File: src/rtl/mcu_pkg.sv
// mcu_pkg: shared definitions for the MCU control sequencer.
//   ST_LOAD/ST_RUN/ST_STORE : top-level state encodings (also the MUX_ARRAY i_state code)
//   state_t                 : FSM state type
//   state_w/substate_w/memsel_w : select widths shared with MUX_ARRAY
package mcu_pkg;
    localparam logic [1:0] ST_LOAD  = 2'd0;
    localparam logic [1:0] ST_RUN   = 2'd1;
    localparam logic [1:0] ST_STORE = 2'd2;

    typedef enum logic [1:0] {
        S_LOAD  = ST_LOAD,
        S_RUN   = ST_RUN,
        S_STORE = ST_STORE
    } state_t;

    function automatic int state_w(input int states);
        return (states > 1) ? $clog2(states) : 1;
    endfunction

    function automatic int substate_w(input int n);
        return $clog2(n / 2 + 1) + 1;
    endfunction

    function automatic int memsel_w(input int n);
        return $clog2(n + 2);
    endfunction
endpackage

File: src/rtl/mcu_ctrl_fsm_if.sv
// mcu_ctrl_fsm_if: controller-side bus of the MCU sequencer.
//   master : the sequencer (drives selects, addresses, enables, handshakes)
//   slave  : the datapath/environment (drives rows, load valid, result ready)
interface mcu_ctrl_fsm_if import mcu_pkg::*; #(
    parameter int N         = 2,
    parameter int BITS_ADDR = 10,
    parameter int STATES    = 3
) ();
    localparam int SW   = state_w(STATES);
    localparam int SUBW = substate_w(N);
    localparam int MSW  = memsel_w(N);

    logic [BITS_ADDR-1:0] i_rows;
    logic                 i_valid;
    logic                 o_ready;
    logic [SW-1:0]        o_state;
    logic [SUBW-1:0]      o_substate;
    logic [MSW-1:0]       o_memSelect;
    logic [BITS_ADDR-1:0] o_rd_addr;
    logic [BITS_ADDR-1:0] o_wr_addr;
    logic                 o_we;
    logic                 o_conv_en;
    logic                 o_out_valid;
    logic                 i_out_ready;
    logic                 o_pass_done;

    modport master (
        input  i_rows, i_valid, i_out_ready,
        output o_ready, o_state, o_substate, o_memSelect, o_rd_addr, o_wr_addr,
               o_we, o_conv_en, o_out_valid, o_pass_done
    );

    modport slave (
        output i_rows, i_valid, i_out_ready,
        input  o_ready, o_state, o_substate, o_memSelect, o_rd_addr, o_wr_addr,
               o_we, o_conv_en, o_out_valid, o_pass_done
    );
endinterface

File: src/rtl/mcu_wrap_counter.sv
// mcu_wrap_counter: up-counter with programmable terminal value.
//   i_en   : advance one step     i_clr : synchronous clear (wins over i_en)
//   i_last : terminal value        o_cnt : current count
//   o_wrap : combinational, high on an enabled step at the terminal value
module mcu_wrap_counter import mcu_pkg::*; #(
    parameter int W = 4
) (
    input  logic         i_clock,
    input  logic         i_reset_n,
    input  logic         i_en,
    input  logic         i_clr,
    input  logic [W-1:0] i_last,
    output logic [W-1:0] o_cnt,
    output logic         o_wrap
);
    assign o_wrap = i_en && (o_cnt == i_last);

    always_ff @(posedge i_clock or negedge i_reset_n) begin
        if (!i_reset_n)  o_cnt <= '0;
        else if (i_clr)  o_cnt <= '0;
        else if (i_en)   o_cnt <= o_wrap ? '0 : o_cnt + 1'b1;
    end
endmodule

File: src/rtl/mcu_ctrl_fsm.sv
// mcu_ctrl_fsm: LOAD -> RUN -> STORE sequencer for the 2D-convolution MCU.
//   i_clock, i_reset_n : clock, async active-low reset
//   bus (master)       : rows/valid/ready load handshake, MUX selects,
//                        memory addresses/write enable, convolver enable,
//                        result handshake and end-of-pass pulse
// One row counter serves as write address (LOAD), read address (RUN/STORE);
// one memSelect counter walks the column memories in LOAD and STORE.
module mcu_ctrl_fsm import mcu_pkg::*; #(
    parameter int N           = 2,
    parameter int BITS_IMAGEN = 8,
    parameter int STATES      = 3,
    parameter int BITS_ADDR   = 10,
    parameter int LAT         = 2
) (
    input  logic          i_clock,
    input  logic          i_reset_n,
    mcu_ctrl_fsm_if.master bus
);
    localparam int SW   = state_w(STATES);
    localparam int SUBW = substate_w(N);
    localparam int MSW  = memsel_w(N);
    localparam logic [MSW-1:0]  MS_FULL_LAST = MSW'(N + 1);
    localparam logic [MSW-1:0]  MS_PART_LAST = MSW'(N - 1);
    localparam logic [SUBW-1:0] SUB_LAST     = SUBW'(N / 2);

    if ((N % 2) != 0 || N < 2 || LAT < 1 || BITS_IMAGEN < 1) begin : g_param_check
        $error("mcu_ctrl_fsm: N must be even and >= 2, LAT >= 1");
    end

    state_t               state;
    logic                 ready_q, conv_en_q, out_valid_q, pass_done_q;
    logic                 full_q, rows_vld_q;
    logic [BITS_ADDR-1:0] rows_m1_q, rows_m1;
    logic [SUBW-1:0]      sub_q;
    logic [LAT-1:0]                wb_vld;
    logic [LAT-1:0][BITS_ADDR-1:0] wb_addr;

    logic                 in_load, in_run, in_store;
    logic                 load_fire, store_fire, load_done, store_done, run_done;
    logic                 row_en, row_clr, row_wrap, mem_en, mem_wrap;
    logic [BITS_ADDR-1:0] row_cnt;
    logic [MSW-1:0]       mem_cnt, mem_last;

    assign in_load  = (state == S_LOAD);
    assign in_run   = (state == S_RUN);
    assign in_store = (state == S_STORE);

    // First LOAD cycle after entry uses i_rows directly; afterwards the latch.
    assign rows_m1 = rows_vld_q ? rows_m1_q : (bus.i_rows - 1'b1);

    assign load_fire  = in_load && bus.i_valid && ready_q;
    assign store_fire = in_store && out_valid_q && bus.i_out_ready;

    assign row_en   = load_fire || (in_run && conv_en_q) || store_fire;
    assign row_clr  = run_done;
    assign mem_en   = row_wrap && (in_load || in_store);
    assign mem_last = (in_load && full_q) ? MS_FULL_LAST : MS_PART_LAST;

    assign load_done  = load_fire && row_wrap && mem_wrap;
    assign store_done = store_fire && row_wrap && mem_wrap;
    // RUN ends on the write-back of the last row: rows+LAT cycles in total.
    assign run_done   = in_run && wb_vld[LAT-1] && (wb_addr[LAT-1] == rows_m1);

    mcu_wrap_counter #(.W(BITS_ADDR)) u_row_cnt (
        .i_clock(i_clock), .i_reset_n(i_reset_n), .i_en(row_en), .i_clr(row_clr),
        .i_last(rows_m1), .o_cnt(row_cnt), .o_wrap(row_wrap)
    );

    mcu_wrap_counter #(.W(MSW)) u_mem_cnt (
        .i_clock(i_clock), .i_reset_n(i_reset_n), .i_en(mem_en), .i_clr(in_run),
        .i_last(mem_last), .o_cnt(mem_cnt), .o_wrap(mem_wrap)
    );

    // Write-back delay line: the read issued on RUN cycle k retires on k+LAT.
    always_ff @(posedge i_clock or negedge i_reset_n) begin
        if (!i_reset_n) begin
            wb_vld  <= '0;
            wb_addr <= '0;
        end else begin
            wb_vld[0]  <= conv_en_q;
            wb_addr[0] <= conv_en_q ? row_cnt : '0;
            for (int i = 1; i < LAT; i++) begin
                wb_vld[i]  <= wb_vld[i-1];
                wb_addr[i] <= wb_addr[i-1];
            end
        end
    end

    always_ff @(posedge i_clock or negedge i_reset_n) begin
        if (!i_reset_n) begin
            state       <= S_LOAD;
            ready_q     <= 1'b1;
            conv_en_q   <= 1'b0;
            out_valid_q <= 1'b0;
            pass_done_q <= 1'b0;
            full_q      <= 1'b1;
            rows_vld_q  <= 1'b0;
            rows_m1_q   <= '0;
            sub_q       <= '0;
        end else begin
            pass_done_q <= 1'b0;
            case (state)
                S_LOAD: begin
                    if (!rows_vld_q) begin
                        rows_m1_q  <= rows_m1;
                        rows_vld_q <= 1'b1;
                    end
                    if (load_done) begin
                        state     <= S_RUN;
                        ready_q   <= 1'b0;
                        conv_en_q <= 1'b1;
                        full_q    <= 1'b0;
                    end
                end
                S_RUN: begin
                    if (conv_en_q && row_wrap) conv_en_q <= 1'b0;
                    if (run_done) begin
                        state       <= S_STORE;
                        out_valid_q <= 1'b0;
                    end
                end
                S_STORE: begin
                    // Address presented with valid low for one read-latency cycle.
                    if (!out_valid_q) begin
                        out_valid_q <= 1'b1;
                    end else if (store_fire) begin
                        out_valid_q <= 1'b0;
                        if (store_done) begin
                            state       <= S_LOAD;
                            ready_q     <= 1'b1;
                            pass_done_q <= 1'b1;
                            rows_vld_q  <= 1'b0;
                            sub_q       <= (sub_q == SUB_LAST) ? '0 : sub_q + 1'b1;
                        end
                    end
                end
                default: state <= S_LOAD;
            endcase
        end
    end

    assign bus.o_state     = SW'(state);
    assign bus.o_substate  = sub_q;
    assign bus.o_memSelect = mem_cnt;
    assign bus.o_ready     = ready_q;
    assign bus.o_conv_en   = conv_en_q;
    assign bus.o_out_valid = out_valid_q;
    assign bus.o_pass_done = pass_done_q;
    assign bus.o_rd_addr   = in_load ? '0 : row_cnt;
    assign bus.o_wr_addr   = in_load ? row_cnt : (in_run ? wb_addr[LAT-1] : '0);
    assign bus.o_we        = in_load ? load_fire : (in_run && wb_vld[LAT-1]);
endmodule

File: src/flat_wrapper.sv
// flat-port wrapper written by rule: the top's interface ports become plain ports
module mcu_ctrl_fsm_flat import mcu_pkg::*;
#(
    parameter int N           = 2,
    parameter int BITS_IMAGEN = 8,
    parameter int STATES      = 3,
    parameter int BITS_ADDR   = 10,
    parameter int LAT         = 2
)
  (i_clock, i_reset_n, bus_i_rows, bus_i_valid, bus_i_out_ready, bus_o_ready, bus_o_state, bus_o_substate, bus_o_memSelect, bus_o_rd_addr, bus_o_wr_addr, bus_o_we, bus_o_conv_en, bus_o_out_valid, bus_o_pass_done);
  mcu_ctrl_fsm_if #(.N(N), .BITS_ADDR(BITS_ADDR), .STATES(STATES)) bus_i ();
  input  logic i_clock;
  input  logic i_reset_n;
  input wire logic [$bits(bus_i.i_rows)-1:0] bus_i_rows;
  input wire logic [$bits(bus_i.i_valid)-1:0] bus_i_valid;
  input wire logic [$bits(bus_i.i_out_ready)-1:0] bus_i_out_ready;
  output wire logic [$bits(bus_i.o_ready)-1:0] bus_o_ready;
  output wire logic [$bits(bus_i.o_state)-1:0] bus_o_state;
  output wire logic [$bits(bus_i.o_substate)-1:0] bus_o_substate;
  output wire logic [$bits(bus_i.o_memSelect)-1:0] bus_o_memSelect;
  output wire logic [$bits(bus_i.o_rd_addr)-1:0] bus_o_rd_addr;
  output wire logic [$bits(bus_i.o_wr_addr)-1:0] bus_o_wr_addr;
  output wire logic [$bits(bus_i.o_we)-1:0] bus_o_we;
  output wire logic [$bits(bus_i.o_conv_en)-1:0] bus_o_conv_en;
  output wire logic [$bits(bus_i.o_out_valid)-1:0] bus_o_out_valid;
  output wire logic [$bits(bus_i.o_pass_done)-1:0] bus_o_pass_done;
  assign bus_i.i_rows = bus_i_rows;
  assign bus_i.i_valid = bus_i_valid;
  assign bus_i.i_out_ready = bus_i_out_ready;
  assign bus_o_ready = bus_i.o_ready;
  assign bus_o_state = bus_i.o_state;
  assign bus_o_substate = bus_i.o_substate;
  assign bus_o_memSelect = bus_i.o_memSelect;
  assign bus_o_rd_addr = bus_i.o_rd_addr;
  assign bus_o_wr_addr = bus_i.o_wr_addr;
  assign bus_o_we = bus_i.o_we;
  assign bus_o_conv_en = bus_i.o_conv_en;
  assign bus_o_out_valid = bus_i.o_out_valid;
  assign bus_o_pass_done = bus_i.o_pass_done;
  mcu_ctrl_fsm #(.N(N), .BITS_IMAGEN(BITS_IMAGEN), .STATES(STATES), .BITS_ADDR(BITS_ADDR), .LAT(LAT)) u_core (.i_clock(i_clock), .i_reset_n(i_reset_n), .bus(bus_i));
endmodule
File: config.mk
export PLATFORM = sky130hd
export DESIGN_NAME = mcu_ctrl_fsm_flat
export DESIGN_NICKNAME = d
export VERILOG_FILES = /design/src/rtl/mcu_pkg.sv /design/src/rtl/mcu_ctrl_fsm_if.sv /design/src/rtl/mcu_wrap_counter.sv /design/src/rtl/mcu_ctrl_fsm.sv /design/src/flat_wrapper.sv
export SDC_FILE = /design/constraint.sdc
export NUM_CORES = 1
export LEC_CHECK = 0
export ABC_AREA = 1
export BUFFER_PORTS_ARGS = -buffer_cell sky130_fd_sc_hd__buf_4
export CAP_MARGIN = 20
export CORE_MARGIN = 3
export CORE_UTILIZATION = 64
export CTS_BUF_LIST = sky130_fd_sc_hd__clkbuf_8
export DETAILED_ROUTE_END_ITERATION = 6
export PLACE_DENSITY = 0.95
export SLEW_MARGIN = 40
export SYNTH_ARGS = -nofsm -noshare
export SYNTH_HDL_FRONTEND = slang
export SYNTH_SLANG_ARGS = --single-unit
File: constraint.sdc
create_clock -name i_clock -period 4.3 [get_ports i_clock]
set_input_delay 0.86 -clock i_clock [delete_from_list [all_inputs] [get_ports i_clock]]
set_output_delay 0.86 -clock i_clock [all_outputs]
set_load 0.01 [all_outputs]
## Yosys cells after proc, flatten, opt, wreduce, memory -nomap -nowiden

Index checks and enable logic that the tools add are counted.

| operators by class | value |
|---|---|
| add/subtract/negate cells | 4 |
| equality and inequality tests | 12 |
| mux-type cells | 40 |
| bitwise logic cells | 1 |
| reductions and logical operators | 33 |

Operators by type and width:

| operator | count |
|---|---|
| 10-bit two-way mux | 8 |
| 10-bit == test | 2 |
| 2-bit two-way mux | 10 |
| 1-bit two-way mux | 17 |
| 1-bit logical AND | 16 |
| 10-bit by 1-bit adder with 10-bit output (second input constant) | 1 |
| 2-bit inequality test (second input constant) | 5 |
| 5-bit AND reduction | 2 |
| 2-bit nonzero test | 5 |
| 10-bit by 1-bit subtractor with 10-bit output (second input constant) | 1 |
| 1-bit case mux with 2 select lines | 4 |
| 4-bit AND reduction | 2 |
| 2-bit case mux with 3 select lines | 1 |
| 2-bit AND reduction | 3 |
| 2-bit by 1-bit adder with 2-bit output (second input constant) | 2 |
| 2-bit by 1-bit == test with 1-bit output (second input constant) | 2 |
| 1-bit logical OR | 3 |
| 3-bit AND reduction | 1 |
| 2-bit == test | 1 |
| 2-bit == test (second input constant) | 1 |
| 2-bit logical NOT | 1 |
| 2-bit by 1-bit inequality test with 1-bit output (second input constant) | 1 |
| 1-bit NOT | 1 |

| storage, ports and cells | value |
|---|---|
| bits in registers | 54 |
| bits of input ports | 14 |
| output and inout port bits | 31 |
| logic and storage cells | 104 |

## Longest topological paths before layout

Gate-level depths: netlist (run 1).

| logic depth | value |
|---|---|
| depth after elaboration | 13 |
| mapped depth | 17 |

## Cells and area by module

From an unflattened synthesis (run 1), not the netlist that was laid out.

| unflattened totals | value |
|---|---|
| cells, all modules | 476 |
| area, all modules | 3308.2 um2 |

By module, submodules not included:

| module | instances | cells an instance | area each (um2) |
|---|---|---|---|
| mcu_ctrl_fsm | 1 | 334 | 2386.0 |
| mcu_wrap_counter at u_core.u_row_cnt | 1 | 121 | 785.8 |
| mcu_wrap_counter at u_core.u_mem_cnt | 1 | 21 | 136.4 |

## Worst setup path after synthesis (run 1)

No wires, ideal clock.

| path | value |
|---|---|
| path type | input to register |
| start point | input bus_i_rows[0] |
| end point | register u_core.sub_q[0] (netlist: u_core.bus.o_substate[0]) |
| setup time | 0.117 ns |
| arrival time | 2.437 ns |
| data required time | 4.183 ns |
| path slack | 1.746 ns |
| cell stages on the path | 14 |
| path buffers | 0 |
| cells stage by stage | inv_1 > ha_1 > o21ai_0 > nand2_1 > nand2_1 > nand3_2 > nor2_2 > nand3_1 > nor2_1 > nand3_2 > nor2_4 > nand3_2 > nand2_1 > nand2_1 |

| between the ends | value |
|---|---|
| cells in the longest elaborated chain, start to end | 8 |

Ends and longest elaborated chain:

| item | line | source |
|---|---|---|
| start: declaration | flat_wrapper.sv:14 | `input wire logic [$bits(bus_i.i_rows)-1:0] bus_i_rows;` |
| 10-bit by 1-bit subtractor with 10-bit output * | mcu_ctrl_fsm.sv:49 | `assign rows_m1 = rows_vld_q ? rows_m1_q : (bus.i_rows - 1'b1);` |
| 10-bit two-way mux * | mcu_ctrl_fsm.sv:49 |  |
| 10-bit == test * | mcu_wrap_counter.sv:16 | `assign o_wrap = i_en && (o_cnt == i_last);` |
| 1-bit logical AND * | mcu_wrap_counter.sv:16 |  |
| 1-bit logical AND | mcu_ctrl_fsm.sv:56 | `assign mem_en = row_wrap && (in_load \|\| in_store);` |
| 1-bit logical AND | mcu_wrap_counter.sv:16 |  |
| 1-bit logical AND * | mcu_ctrl_fsm.sv:60 | `assign store_done = store_fire && row_wrap && mem_wrap;` |
| 4-bit AND reduction (no source line) * | n/a |  |
| end signal: assignment | mcu_ctrl_fsm.sv:133 | `sub_q <= (sub_q == SUB_LAST) ? '0 : sub_q + 1'b1;` |
| end: declaration | mcu_ctrl_fsm.sv:34 | `logic [SUBW-1:0] sub_q;` |

Mark *: on every way between the ends. The rest lies on a longest branch, timed or not.
A chain may end at the register's enable or synchronous reset.

## Worst setup path in the final report (run 1)

| path | value |
|---|---|
| start point | input bus_i_rows[0] |
| end point | register u_core.full_q |

| between the ends | value |
|---|---|
| cells in the longest elaborated chain, start to end | 8 |

Ends and longest elaborated chain:

| item | line | source |
|---|---|---|
| 10-bit by 1-bit subtractor with 10-bit output * | mcu_ctrl_fsm.sv:49 |  |
| 10-bit two-way mux * | mcu_ctrl_fsm.sv:49 |  |
| 10-bit == test * | mcu_wrap_counter.sv:16 |  |
| 1-bit logical AND * | mcu_wrap_counter.sv:16 |  |
| 1-bit logical AND | mcu_ctrl_fsm.sv:56 |  |
| 1-bit logical AND | mcu_wrap_counter.sv:16 |  |
| 1-bit logical AND * | mcu_ctrl_fsm.sv:59 | `assign load_done = load_fire && row_wrap && mem_wrap;` |
| 2-bit AND reduction (no source line) * | n/a |  |
| end signal: assignment | mcu_ctrl_fsm.sv:96 | `full_q <= 1'b1;` |
| end signal: assignment | mcu_ctrl_fsm.sv:112 | `full_q <= 1'b0;` |
| end: declaration | mcu_ctrl_fsm.sv:32 | `logic full_q, rows_vld_q;` |

Marks and branches as above.

==> results of run 1 <==
==> layer usage <==
metal | vias up | part of all wire, %
met3 | 23 | 9.2
met4 | 0 | 2.1
met1 | 1608 | 40
met2 | 179 | 49
li1 | 1603 | -
met5 | - | 0
==> registers in the layout, summed over array words and instances, names as in the netlist <==
register,count
u_core.u_mem_cnt.o_cnt,2
u_core.bus.o_substate,2
u_core.u_row_cnt.o_cnt,10
u_core.bus.o_out_valid,1
u_core.wb_addr,20
u_core.rows_m1_q,10
u_core.bus.o_ready,1
u_core.wb_vld,2
u_core.rows_vld_q,1
u_core.bus.o_pass_done,1
u_core.full_q,1
u_core.bus.o_conv_en,1
u_core.bus.o_state,2
==> critical path, cell delays in order <==
cell     delay, ns
buf_4         0.12
inv_1         0.10
ha_1          0.27
o21ai_0       0.33
nand2_1       0.11
nand2_1       0.12
nand3_2       0.08
nor2_2        0.12
nand3_1       0.07
nor2_1        0.12
nand3_2       0.31
nor2_4        0.29
nand3_1       0.16
nand2_1       0.10
inv_1         0.04
==> power by group through the flow <==
stage | Clock, µW | Sequential [µW] | Combinational (µW)
after floorplan | 0 | 518 | 13.7
after global placement | 0 | 517 | 37.0
after detailed placement | 0 | 517 | 38.7
after CTS | 357 | 508 | 38.6
after global routing | 384 | 508 | 44.0
final | 354 | 508 | 38.4
==> Yosys cell counts <==
cell type and n:
nand2_1 131, inv_1 71, nand3_1 66, dfrtp_1 52, nor2_1 48, o21ai_0 22
nand4_1 21, o22ai_1 9, clkbuf_1 7, nor3_1 7, or2_2 6, a21oi_1 5
xor2_1 5, nor2_2 4, nand3_2 3, buf_2 2, buf_4 2, dfstp_2 2
ha_1 2, o21ai_1 2, a31oi_1 1, nand3b_1 1, nand3b_2 1, nor2_4 1
nor4_1 1, o211ai_1 1
==> worst max-delay path by stage <==
stage | from | endpoint | slack (ns) | cells past startpoint
after floorplan | bus_i_rows[0] | u_core.bus.o_substate[0]$_DFFE_PN0P_ | 1.75 | 14
after global placement | bus_i_rows[0] | u_core.full_q$_DFFE_PN1P_ | 1.23 | 18
after detailed placement | bus_i_rows[0] | u_core.full_q$_DFFE_PN1P_ | 1.14 | 15
after CTS | bus_i_rows[0] | u_core.full_q$_DFFE_PN1P_ | 1.41 | 15
after global routing | u_core.rows_vld_q$_DFFE_PN0P_ | u_core.bus.o_substate[1]$_DFFE_PN0P_ | 1.06 | 15
final | bus_i_rows[0] | u_core.full_q$_DFFE_PN1P_ | 1.35 | 15
==> final cells by class <==
cell class              count  area share [%]
multi-input cells         337            42.3
clock inverters             3            1.30
repair buffers             45            9.03
flip-flops and latches     54            36.2
well taps                  67            2.24
inverters                  71            7.12
clock buffers               5            1.84
==> cell families (layout without fill, tap and decap cells) <==
| kind of cell | Yosys count | in the layout |
|---|---|---|
| and+or+nand+nor | 290 | 290 |
| buffers and inverters | 82 | 124 |
| AOI/OAI and AO/OA | 40 | 40 |
| adders and majority gates | 2 | 2 |
| xor gates and xnor gates | 5 | 5 |
| DFF | 54 | 54 |
==> per-stage QoR <==
stage | hold slack, ns | worst slack [ns] | power, µW | cells
after detailed placement | 0.335 | 1.14 | 556 | 574
after floorplan | 0.331 | 1.75 | 531 | 473
after CTS | 0.357 | 1.41 | 903 | 582
after global routing | 0.369 | 1.06 | 935 | 582
after global placement | 0.332 | 1.23 | 554 | 574
final | 0.356 | 1.35 | 900 | 582
==> impl_metrics.tcl, run 1 <==
set metrics [dict create \
    outcome "complete, no violations" \
    slew-limit-headroom_pct 55.1 \
    drtIter0Drc 393 \
    pin_count 45 \
    die_h_um 77.3 \
    syn-cell-area_um2 3250 \
    synth-compound-area-share_pct 6.62 \
    synth_simple_gate_area_share_pct 39.9 \
    crit_path_max_fanout 13 \
    slew_violations 0 \
    fin_nets 530 \
    ys_seq_area_share_pct 41.6 \
    r2r_start "u_core.rows_vld_q$_DFFE_PN0P_" \
    postLayoutCellArea_um2 3740 \
    ys_types 26 \
    grtUsageTotal_pct 32.5 \
    setup.worst_path.start_class "input port" \
    synth_xor_area_share_pct 1.35 \
    grt_max_degree 55 \
    dieArea_um2 5970 \
    cp.arrival_ns 3.21 \
    grt_use_met1_pct 41.8 \
    initial_core_util_pct 67.5 \
    seqPwrFrac_pct 56.4 \
    dp_hpwl_um 7050 \
    mostFrequentLayoutCell "nand2_1" \
    critPathKind "in2reg" \
    worstMarginPinSlew_ns 0.673 \
    endpoint_kind "register" \
    fp.coreArea_um2 4820 \
    synth_top_family_by_area "simple AND/OR/NAND/NOR gates" \
    regArea_um2 1350 \
    multi_input_area_um2 1580 \
    detail_route.vias_per_cell 5.86 \
    setup_viol 0 \
    cts_tree "yes" \
    synth_warnings 0 \
    netSwitchingFraction_pct 22.5 \
    max_freq_mhz 339 \
    grt_pass1_vias 3192 \
    place_area_um2 3620 \
    wl_per_cell_um 15.8 \
    peakVddDrop_v 0.000226 \
    p_clk_share_pct 39.3 \
    post_cts_buffers 0 \
    top_usage_layer "met2" \
    grt-ovfl-total 0 \
    gp_congestion 0.950 \
    synth_top_area_cell "dfrtp_1" \
    power.switching_uw 202 \
    use_met2_pct 53.6 \
    finalHoldViolations 0 \
    use_met3_pct 6.34 \
    cp.required_ns 4.55 \
    rows 25 \
    syn2layout_area_growth_pct 15.0 \
    fillers 377 \
    drtPass1Iterations 5 \
    period_minus_slack_ns 2.95 \
    die_x_um 77.3 \
    clock_sink_count 54 \
    postLayoutCoreUtil_pct 77.7 \
    synth-seq-cells 54 \
    fin_crit_sh_pct 68.7 \
    power.leakage_uw 0.00198 \
    clock_path_buffers 2 \
    vias 3413 \
    reg2reg_slack_ns 1.38 \
    power.density_nw_per_um2 241 \
    yosys.area.top_type_share_pct 40.0 \
    root_buffer "clkbuf_8" \
    rr_worst_depth 15 \
    timing.rr.end "u_core.full_q$_DFFE_PN1P_" \
    rsz0062_at_grt "false" \
    fin_skew_ns 0.00624 \
    clk_latency_ns 0.31 \
    yosys-top-cells-area "dfrtp_1, nand2_1, nand3_1" \
    min_path_cells 0 \
    antenna_found_initial 0 \
    clk_pin_slew_ns 0.10 \
    ctsHoldBuffers 0 \
    cts_buffers 5 \
    antenna_cells 0 \
    htreeDepth 2 \
    p_int_uw 698 \
    ant_nets 0 \
    syn_nets 489 \
    io_buffers 44 \
    cap_viol_max_count 0 \
    synth-adder-area-share_pct 0.769 \
    drive_gt1_share_pct 13.6 \
    drcViolationCount 0 \
    min_to "u_core.wb_addr[16]$_DFF_PN0_" \
    final_cell_mix "nand2_1, inv_1, nand3_1" \
    synth_area_per_cell_um2 6.88 \
    min_from "u_core.wb_addr[6]$_DFF_PN0_" \
    finalWirelength_um 9220 \
    synthMuxAreaShare_pct 0 \
    hold_path.class "reg2reg" \
    grt_pass1_wl_um 15300 \
    power_frac_comb_pct 4.3 \
    synthCells 473 \
    cts-resized-gates 0 \
    tns_ns 0 \
]
Power figures use the tool's default switching activity.
==> run 2: changes to the inputs <==
Settings changed: CORE_UTILIZATION 64 to 54, PLACE_DENSITY 0.95 to 0.87.
Clock period 4.3 ns to 2.6 ns, I/O delays scaled along.
==> run 2 against run 1 <==
Against the previous run:
- combinational power rose by 70%
- global-route usage decreased by 5.5 points
- non-clock buffer count rose by 12
- register-to-register slack worse by 1.2 ns
- flip-flop and latch count is the same
- critical path type is now reg2out
==> impl_metrics.tcl, run 2 (synthesized netlist as in run 1, its figures left out) <==
set metrics [dict create \
    outcome "complete, no violations" \
    place_area_um2 3700 \
    grtUsageTotal_pct 26.9 \
    clk_pin_slew_ns 0.10 \
    largest_reg_flops 20 \
    final_cell_mix "nand2_1, inv_1, nand3_1" \
    worstMarginPinSlew_ns 0.688 \
    crit_path_max_fanout 12 \
    finalHoldViolations 0 \
    htreeDepth 2 \
    cap_viol_max_count 0 \
    grt-ovfl-total 0 \
    io_buffers 44 \
    grt_pass1_wl_um 15300 \
    setup_viol 0 \
    critPathKind "reg2out" \
    syn2layout_area_growth_pct 17.9 \
    rows 27 \
    die_x_um 83.6 \
    tns_ns 0 \
    antenna_cells 0 \
    ant_nets 0 \
    detail_route.vias_per_cell 5.74 \
    dpl.cell_count 588 \
    root_buffer "clkbuf_8" \
    fin_cells 599 \
    period_minus_slack_ns 2.46 \
    finalWirelength_um 9270 \
    grt_max_degree 55 \
    dieArea_um2 6990 \
    die_h_um 83.6 \
    fin_crit_sh_pct 94.5 \
    dp_hpwl_um 6960 \
    setup.worst_path.start_class "register" \
    antenna_found_initial 0 \
    cts_buffers 5 \
    power.leakage_uw 0.00203 \
    rsz0062_at_grt "false" \
    clock_sink_count 54 \
    wl_per_cell_um 15.5 \
    fp.coreArea_um2 5680 \
    endpoint_kind "primary output" \
    slew-limit-headroom_pct 54.1 \
    crit_slowest_cell "dfrtp_1" \
    regMostFlops "u_core.wb_addr" \
    path_common_cell "buf_4" \
    cts_tree "yes" \
    reg2reg_slack_ns 0.22 \
    drtIter0Drc 348 \
    max_freq_mhz 407 \
    fin_skew_ns 0.00969 \
    cp_slowest_stage_delay_ns 0.50 \
    grt_pass1_vias 3240 \
    mostFrequentLayoutCell "nand2_1" \
    drcViolationCount 0 \
    clk_latency_ns 0.31 \
    fillers 477 \
    initial_core_util_pct 57.3 \
    slew_violations 0 \
    rr_worst_depth 12 \
    gp_congestion 0.949 \
    peakVddDrop_v 0.000215 \
    drtPass1Iterations 5 \
    drive_gt1_share_pct 15.9 \
    hold_path.class "in2async" \
    power.density_nw_per_um2 366 \
    reg_top3 "u_core.wb_addr: 20 flops, u_core.rows_m1_q: 10 flops, u_core.u_row_cnt.o_cnt: 10 flops" \
    clock_path_buffers 2 \
    cp.required_ns 2.08 \
    vias 3439 \
    pin_count 45 \
    cp.arrival_ns 1.94 \
    crit_chain "nor2_2 > buf_4 > inv_1 > o21ai_0 > buf_4" \
    fin_nets 542 \
    postLayoutCellArea_um2 3840 \
]
==> run 2: cell count changes in the layout (fill, tap and decap cells not counted) <==
cell,change
bufinv_16,-1
buf_4,+11
clkbuf_8,+1
buf_12,+1
nor2_2,+1
ha_1,-1
ha_2,+1
inv_6,+1
nor2_1,-1
inv_8,-1
==> run 2: final timing paths <==
check | start | endpoint
max | u_core.bus.o_state[0]$_DFFE_PN0P_ | bus_o_wr_addr[1]
min | i_reset_n | u_core.bus.o_substate[0]$_DFFE_PN0P_
max reg2reg | u_core.bus.o_state[0]$_DFFE_PN0P_ | u_core.u_mem_cnt.o_cnt[1]$_DFFE_PN0P_
min reg2reg | u_core.wb_addr[9]$_DFF_PN0_ | u_core.wb_addr[19]$_DFF_PN0_
max in group asynchronous | i_reset_n | u_core.rows_m1_q[5]$_DFFE_PN0P_
min in group i_clock | u_core.wb_addr[9]$_DFF_PN0_ | u_core.wb_addr[19]$_DFF_PN0_
==> run 2: report_power, final <==
part           leakage (µW)  internal [µW]  switching, µW  total, µW
Clock             0.0000530            217            284        501
Combinational       0.00129           22.5           42.6       65.1
Sequential         0.000685            839              0        839
==> run 2: routing by layer <==
layer  wire (µm)  vias up  global-route usage (%)
met5           0        -                       0
met4         279        0                    10.2
met3         844       26                    4.54
met2        4390      184                    44.2
met1        3760     1598                    35.7
li1            -     1631                       -
==> run 2: per-stage QoR <==
step	utilization [%]	worst slack, ns	total power [µW]	hold WS [ns]
after CTS	66.8	0.0937	1410	0.268
after global routing	67.6	0.00952	1460	0.274
final	67.6	0.143	1410	0.232
after global placement	65.1	0.0712	919	0.333
after floorplan	-	0.386	879	0.224
after detailed placement	65.1	-0.0839	921	0.335
==> run 2: worst max-delay path: cells and delay by family, from the launching register on <==
family          cells  cell delay [ns]
compound gates      1             0.27
buf+inv             3             0.62
simple gates        1             0.23
flops               1             0.50
==> run 2: what timing repair did <==
| action | in CTS | in global routing |
|---|---|---|
| endpoints found under the setup margin | 0 | 8 |
| setup buffers | 0 | 3 |
| resized for setup | 0 | 3 |
| hold buffers | 0 | 0 |
==> run 2: cell type report <==
type,count,area (µm²),share of cell area [%]
Sequential cell,54,1350,35.3
Tap cell,72,90.1,2.35
Inverter,71,270,7.05
Clock inverter,2,12.5,0.326
Multi-Input combinational cell,337,1590,41.4
Clock buffer,6,82.6,2.15
Timing Repair Buffer,57,440,11.5
==> run 3: changes to the inputs <==
Settings changed: CELL_PAD_IN_SITES_DETAIL_PLACEMENT set to 1, CELL_PAD_IN_SITES_GLOBAL_PLACEMENT set to 1, CORE_UTILIZATION 54 to 38, CTS_CLUSTER_DIAMETER set to 120, PLACE_DENSITY 0.87 to 0.86.
==> run 3 against run 2 <==
Against the previous run:
- wire length up 16%
- flip-flop and latch count stayed put
- fmax fell by 0.64%
- design area is 0.29% lower
- global-route usage fell by 4.4 points
- clock skew shrank 0.00069 ns
- via count down 2.8%
- count of clock-buffer cells in the layout decreased by 1
- clock power shrank 2%
- setup slack got worse by 0.016 ns
- critical path type unchanged
- critical endpoint unchanged
- highest routed layer unchanged
==> impl_metrics.tcl, run 3 (synthesized netlist as in run 1, its figures left out) <==
set metrics [dict create \
    fin_skew_ns 0.00900 \
    post-place-ws_ns -0.0634 \
    setup.worst_path.start_class "register" \
    pin_count 45 \
    fp.coreArea_um2 8260 \
    cp.arrival_ns 1.95 \
    antenna_cells 0 \
    drive_gt1_share_pct 14.9 \
    crit_path_max_fanout 13 \
    grtUsageTotal_pct 22.6 \
    crit_chain "nor2_1 > buf_4 > inv_1 > o21ai_0 > buf_4" \
    clock_sink_count 54 \
    cap_viol_max_count 0 \
    cp_slowest_stage_delay_ns 0.49 \
    antenna_found_initial 0 \
    period_minus_slack_ns 2.47 \
    clk_pin_slew_ns 0.11 \
    finalWirelength_um 10700 \
    grt-ovfl-total 0 \
    ant_nets 0 \
    die_h_um 98.5 \
    clock_path_buffers 2 \
    root_buffer "clkbuf_8" \
    die_x_um 98.5 \
    clk_latency_ns 0.32 \
    postLayoutCoreUtil_pct 46.3 \
    cts_tree "yes" \
    power.leakage_uw 0.00202 \
    grt_pass1_vias 3581 \
    cts_buffers 5 \
    grt_max_degree 55 \
    rows 33 \
    dp_hpwl_um 8300 \
    htreeDepth 2 \
    slew-limit-headroom_pct 53.1 \
    initial_core_util_pct 39.4 \
    drtIter0Drc 213 \
    post_cts_buffers 0 \
    max_freq_mhz 404 \
    syn2layout_area_growth_pct 17.6 \
    wl_per_cell_um 17.1 \
    peakVddDrop_v 0.000219 \
    regMostFlops "u_core.wb_addr" \
    io_buffers 44 \
    gp_congestion 1.01 \
    cp.required_ns 2.08 \
    cts-resized-gates 0 \
    reg2reg_slack_ns 0.31 \
    fin_crit_sh_pct 95.1 \
    power.density_nw_per_um2 365 \
    drcViolationCount 0 \
    critPathKind "reg2out" \
    crit_slowest_cell "dfrtp_1" \
    grt_pass1_wl_um 17700 \
    worstMarginPinSlew_ns 0.704 \
    hold_path.class "in2async" \
    slew_violations 0 \
    drtPass1Iterations 4 \
    outcome "complete, no violations" \
    path_common_cell "buf_4" \
    detail_route.vias_per_cell 5.31 \
    largest_reg_flops 20 \
    dieArea_um2 9710 \
    p_total_uw 1390 \
    fin_nets 539 \
    fin_ws_ns 0.127 \
    reg_top3 "u_core.wb_addr: 20 flops, u_core.rows_m1_q: 10 flops, u_core.u_row_cnt.o_cnt: 10 flops" \
    setup_viol 0 \
    mostFrequentLayoutCell "nand2_1" \
    finalHoldViolations 0 \
    vias 3341 \
    ctsHoldBuffers 0 \
    endpoint_kind "primary output" \
    final_cell_mix "nand2_1, inv_1, nand3_1" \
    rsz0062_at_grt "false" \
]
run 3: power breakdown:
group / switching [µW] / internal, µW / leakage, µW / total, µW
Sequential: 0 / 839 / 0.000685 / 839
Combinational: 44.3 / 21.3 / 0.00129 / 65.6
Clock: 300 / 189 / 0.0000497 / 490
Total: 345 / 1050 / 0.00202 / 1390
run 3: cell type report:
class	instances	area, µm²
clock inverters	3	17.5
repair buffers	54	405
multi-input cells	337	1580
fillers	1117	4430
clock buffers	5	68.8
flip-flops and latches	54	1350
inverters	71	267
well taps	105	131
run 3: routing by layer:
metal	vias to the layer above	GRT usage, %	wire length [µm]	part of all wire (%)
met5	-	0	0	0
met2	74	36.6	5170	48
met3	21	3.47	435	4.1
li1	1627	-	-	-
met1	1619	30.4	4890	46
met4	0	8.82	244	2.3
run 3: worst paths after layout:
check	cells past startpoint	start	endpoint
worst max-delay path	5	u_core.bus.o_state[0]$_DFFE_PN0P_	bus_o_wr_addr[1]
worst min-delay path	1	i_reset_n	u_core.bus.o_substate[1]$_DFFE_PN0P_
worst max register to register	13	u_core.rows_vld_q$_DFFE_PN0P_	u_core.full_q$_DFFE_PN1P_
worst min register to register	0	u_core.wb_addr[6]$_DFF_PN0_	u_core.wb_addr[16]$_DFF_PN0_
max in group asynchronous	1	i_reset_n	u_core.u_row_cnt.o_cnt[8]$_DFFE_PN0P_
min in group i_clock	0	u_core.wb_addr[6]$_DFF_PN0_	u_core.wb_addr[16]$_DFF_PN0_
run 3: worst max-delay path: cells and delay by family, from the launching register on:
family                 cells  cell delay (ns)
AO/OA/AOI/OAI              1             0.29
buffers and inverters      3             0.68
flip-flops                 1             0.49
AND/OR/NAND/NOR            1             0.17
run 3: metrics by stage:
step | instance area [µm²] | instances | setup TNS (ns) | hold WS (ns)
after floorplan | 3250 | 473 | 0 | 0.224
after global placement | 3740 | 621 | 0 | 0.332
after detailed placement | 3740 | 621 | -0.365 | 0.336
after CTS | 3820 | 629 | 0 | 0.266
after global routing | 3820 | 629 | 0 | 0.281
final | 3820 | 629 | 0 | 0.239
